**config.mk**
```make
export PLATFORM = sky130hd
export DESIGN_NAME = dmem_access_ctrl
export DESIGN_NICKNAME = d
export VERILOG_FILES = /design/src/rtl/dmem_access_ctrl.sv
export SDC_FILE = /design/constraint.sdc
export NUM_CORES = 1
export LEC_CHECK = 0
export ABC_CLOCK_PERIOD_IN_PS = 1900
export CORE_AREA = 2 2 84 86
export CTS_CLUSTER_SIZE = 40
export DETAILED_ROUTE_END_ITERATION = 6
export DIE_AREA = 0 0 86 88
export GPL_ROUTABILITY_DRIVEN = 0
export PLACE_DENSITY = 0.89
export SLEW_MARGIN = 15
export SYNTH_ARGS = -nofsm -noshare
export SYNTH_HDL_FRONTEND = slang
export SYNTH_SLANG_ARGS = --single-unit
```
**constraint.sdc**
```tcl
create_clock -name clk -period 1.9 [get_ports clk]
set_input_delay 0.38 -clock clk [delete_from_list [all_inputs] [get_ports clk]]
set_output_delay 0.38 -clock clk [all_outputs]
set_load 0.005 [all_outputs]
```
**src/rtl/dmem_access_ctrl.sv**
```systemverilog
// dmem_access_ctrl: sequences MEM-stage loads and stores against a data
// memory with variable latency. It runs a req/ack handshake, stalls the
// pipeline while an access is outstanding, and captures load data.
// Optional build macro DMEM_TIMEOUT_EN adds a BUSY watchdog. The watchdog
// aborts an access that gets no ack and sets the sticky Timeout_Err flag.
//
// state | meaning
// IDLE  | evaluate the MEM-stage op; a memory op raises the stall and moves on
// BUSY  | request held on the memory port until ack (or watchdog expiry)
// DONE  | stall released; the pipeline advances at the end of this cycle
module dmem_access_ctrl #(
  parameter int TIMEOUT_CYCLES = 16
) (
  input  logic        clk,
  input  logic        rst,
  input  logic        Mem_Read_M,
  input  logic        Mem_Write_M,
  input  logic [31:0] ALU_Result_M,
  input  logic [31:0] Write_Data_M,
  output logic        dmem_req,
  output logic        dmem_we,
  output logic [31:0] dmem_addr,
  output logic [31:0] dmem_wdata,
  input  logic [31:0] dmem_rdata,
  input  logic        dmem_ack,
  output logic [31:0] Read_Data_M,
  output logic        Stall_M,
  output logic        Bubble_W,
  output logic        Timeout_Err
);

  typedef enum logic [1:0] {
    IDLE = 2'd0,
    BUSY = 2'd1,
    DONE = 2'd2
  } state_t;

  state_t state;
  logic   access;
  logic   is_load;

  // A simultaneous read and write is handled as a write, so it never captures data.
  assign access  = Mem_Read_M | Mem_Write_M;
  assign is_load = Mem_Read_M & ~Mem_Write_M;

`ifdef DMEM_TIMEOUT_EN
  logic [7:0] to_cnt;
  logic       to_hit;

  assign to_hit = (to_cnt == 8'(TIMEOUT_CYCLES - 1));

  // Watchdog: counts BUSY cycles without ack, cleared at the start of each access.
  always_ff @(posedge clk) begin
    if (rst) begin
      to_cnt <= 8'd0;
    end else if (state == IDLE && access) begin
      to_cnt <= 8'd0;
    end else if (state == BUSY && !dmem_ack && !to_hit) begin
      to_cnt <= to_cnt + 8'd1;
    end
  end

  // Sticky abort flag; only reset clears it. A final-cycle ack takes priority.
  always_ff @(posedge clk) begin
    if (rst) begin
      Timeout_Err <= 1'b0;
    end else if (state == BUSY && !dmem_ack && to_hit) begin
      Timeout_Err <= 1'b1;
    end
  end
`else
  assign Timeout_Err = 1'b0;
`endif

  // Main sequencer; load data is captured on the edge that accepts the ack.
  always_ff @(posedge clk) begin
    if (rst) begin
      state       <= IDLE;
      Read_Data_M <= 32'h0;
    end else begin
      case (state)
        IDLE: begin
          if (access) state <= BUSY;
        end
        BUSY: begin
          if (dmem_ack) begin
            state <= DONE;
            if (is_load) Read_Data_M <= dmem_rdata;
          end
`ifdef DMEM_TIMEOUT_EN
          else if (to_hit) begin
            state       <= DONE;
            Read_Data_M <= 32'h0;
          end
`endif
        end
        DONE:    state <= IDLE;
        default: state <= IDLE;
      endcase
    end
  end

  // Memory port is driven straight from EX/MEM; it stays stable because the stall holds EX/MEM.
  assign dmem_req   = (state == BUSY);
  assign dmem_we    = (state == BUSY) & Mem_Write_M;
  assign dmem_addr  = ALU_Result_M;
  assign dmem_wdata = Write_Data_M;

  // The stall rises in the same IDLE cycle that sees the op. This keeps EX/MEM from advancing early.
  assign Stall_M  = (state == BUSY) | ((state == IDLE) & access);
  assign Bubble_W = Stall_M;

endmodule

```
==> results by group, run 1 <==
Outcome
  – Status: finished clean

Global routing
  – Grt met1 use: 0.101
  – GRT Max-Usage Layer: met2
  – Total track usage: 0.0961
  – Via count of the first global-routing pass: 1214
  – GR Layer Usage met2: 0.154
  – First-pass GRT wire length: between 5000 and 6000 um
  – Met3 GRT Util: 0.0537
  – Largest net degree at the start of global routing: between 60 and 70
  – Initial antenna violation count: 0
  – Grt total ovfl: 0

Floorplanning
  – Site Rows: 30
  – Io pins: 202
  – Initial Utilization: 0.311
  – Total die area: 7570 um^2
  – Die Span Y: 88 um
  – Die W: around 86 um
  – Core Area: around 6600 um^2

Hold path
  – Hold Path Class: flip-flop to flip-flop

Critical path
  – Max Fanout on Critical Path: 2
  – Crit path DAT: 1.36 ns
  – Crit path launch type: input port
  – Worst Path Required: 1.52 ns
  – Slowest cell on crit path: clkdlybuf4s50_1
  – Sequence of cells on the critical path: clkdlybuf4s50_1 -> nor3_1 -> nor2_1 -> dlygate4sd2_1
  – Critical path class: input port to output pin
  – Kind of end point of the critical path: output pin
  – CP max stage delay: 0.42 ns

Timing
  – Worst setup margin: between 0.15 and 0.2 ns
  – Skew final: 0.00963 ns
  – Final min period: 1.74 ns
  – Fmax: 575 MHz
  – Slew Viols, Final: 0
  – WHS: 0.469 ns
  – Period Utilization, post-route: 0.915
  – RSZ-0062 raised after global routing: false
  – Final setup violation count: 0
  – Fin. Hold Viols: 0

Clock tree
  – Clock Path Buffers: 2
  – Clock insertion delay at the later pin of the skew report: about 0.29 ns
  – CTS buffer count: 5
  – Deepest level of the CTS H-tree: 2
  – Clock transition at path regs: 0.07 ns
  – Cts hold-fix bufs: 0
  – CTS tree: done
  – Root buffer cell: clkbuf_8
  – # clock sinks: 34
  – Post-CTS setup buffer count: 0

Yosys
  – Seq cells post-synth: 34
  – Post-synthesis cell count: 216
  – Post-synthesis sequential area ratio: 0.330
  – Top post-synthesis cells by area: dfxtp_1 (33%), buf_4 (24%), nand2b_1 (19%)
  – YS warnings: 0
  – Syn Nets: around 320
  – Cell taking the most area after synthesis: dfxtp_1
  – Synthesized area per cell: roughly 9.6 um^2
  – Synth top area share: 0.330
  – Cell variety after synth: 15
  – Cell Area, Synth: 2060 um^2

Job
  – Max_cap viols: 0

Placed design
  – Placed cells: between 200 and 300
  – Place WS: -0.133 ns
  – Port bufs: 72
  – Final HPWL DP: 2570 um

Route
  – WL/cell: 12.3 um
  – Drt total wl: 3690 um
  – DR vias: 1276
  – ANT nets after route: 0
  – DR iter-0 viols: 14
  – DRC: 0
  – Pre-Repair DR Iteration Count: 3
  – Vias per std cell: 4.24

Pwr
  – Max IR drop VDD: ~250 uV
  – Tot Pwr: 0.00150 W
  – Pleak: approximately 0.85 nW
  – Power Dens Cells: 616 nW/um^2

Final layout
  – Most frequent cells in the layout: clkdlybuf4s50_1 (68), nand2b_1 (64), dfxtp_1 (33)
  – # diodes: 0
  – Nets: 321
  – Layout cells sized above 1: 0.0588
  – Fin util: 0.366
  – Commonest non-fill, non-tap cell in the layout: clkdlybuf4s50_1
  – Area growth, synth to finish: 17.9%
  – # fillers: 685
  – Fin cells: 301
  – Storage element area: between 600 and 700 um^2
  – Multi-input logic area: 800 um^2
[cell usage after synthesis, drive strengths merged]
cell type / n
mux2i: 32
nor2b: 1
nor3: 1
conb: 1
nand2b: 64
a2111oi: 1
and2: 1
nor3b: 1
clkbuf: 7
nor2: 2
dfxtp: 34
nand3b: 1
buf: 70
[cells by family after synthesis]
| logic type | synth area share |
|---|---|
| buf+inv | 0.287 |
| simple gates | 0.222 |
| flops | 0.330 |
| mux | 0.155 |
| compound gates | 0.00424 |
| other cells | 0.00182 |
[repair_timing]
item / CTS / global route
endpoints found under the setup margin: 3 / 1
resized for setup: 4 / 3
pin swaps: 0 / 0
[per-layer routing]
layer  vias to the layer above  routed length, um
met5                         -                  0
met4                         0                114
met3                        18                441
met2                        66               1700
met1                       574               1430
li1                        618                  -
[worst paths after layout]
check	cells after the start	slack, ns	to	startpoint
max reg2reg	4	0.57	Read_Data_M[20]	state[1]
max	4	0.16	Bubble_W	Mem_Read_M
min	2	0.47	Read_Data_M[15]	Read_Data_M[15]
min reg2reg	2	0.47	Read_Data_M[15]	Read_Data_M[15]
[critical path, delay by kind of cell]
family / cells / cell delay (ns)
buffers and inverters: 2 / 0.69
and+or+nand+nor: 2 / 0.29
[state kept, by name, summed over array words and instances, names as in the netlist]
signal       flops
Read_Data_M     32
state            2
[metrics by stage]
| stage | setup TNS, ns | area, um^2 |
|---|---|---|
| 3_5_place_dp | -0.337 | 2340 |
| 3_3_place_gp | -0.293 | 2340 |
| 5_1_grt | 0 | 2430 |
| 2_1_floorplan | 0 | 2060 |
| 4_1_cts | 0 | 2430 |
| 6_report | 0 | 2430 |
[report_power, final]
group	leakage (nW)	switching [W]	internal, W
clock network	0.0482	0.000265	0.000293
registers	0.275	0.00000985	0.000727
logic	0.526	0.0000619	0.000142
total	0.850	0.000337	0.00116
[layout make-up]
class | instances | area share
multi-input combinational | 105 | 0.328
timing repair buffer | 74 | 0.312
clock inverter | 1 | 0.00206
sequential | 34 | 0.281
tap | 80 | 0.0411
clock buffer | 7 | 0.0355
Note: power is estimated with default switching activity, not from simulation.
==> inputs of run 2 (changes only) <==
--- a/config.mk
+++ b/config.mk
@@ -7,7 +7,7 @@
 export LEC_CHECK = 0
 export ABC_CLOCK_PERIOD_IN_PS = 1900
 export CORE_AREA = 2 2 84 86
-export CTS_CLUSTER_SIZE = 40
+export CTS_CLUSTER_SIZE = 20
 export DETAILED_ROUTE_END_ITERATION = 6
 export DIE_AREA = 0 0 86 88
 export GPL_ROUTABILITY_DRIVEN = 0
==> results of run 2 <==
Final layout, timing and power as in run 1 (identical DEF).
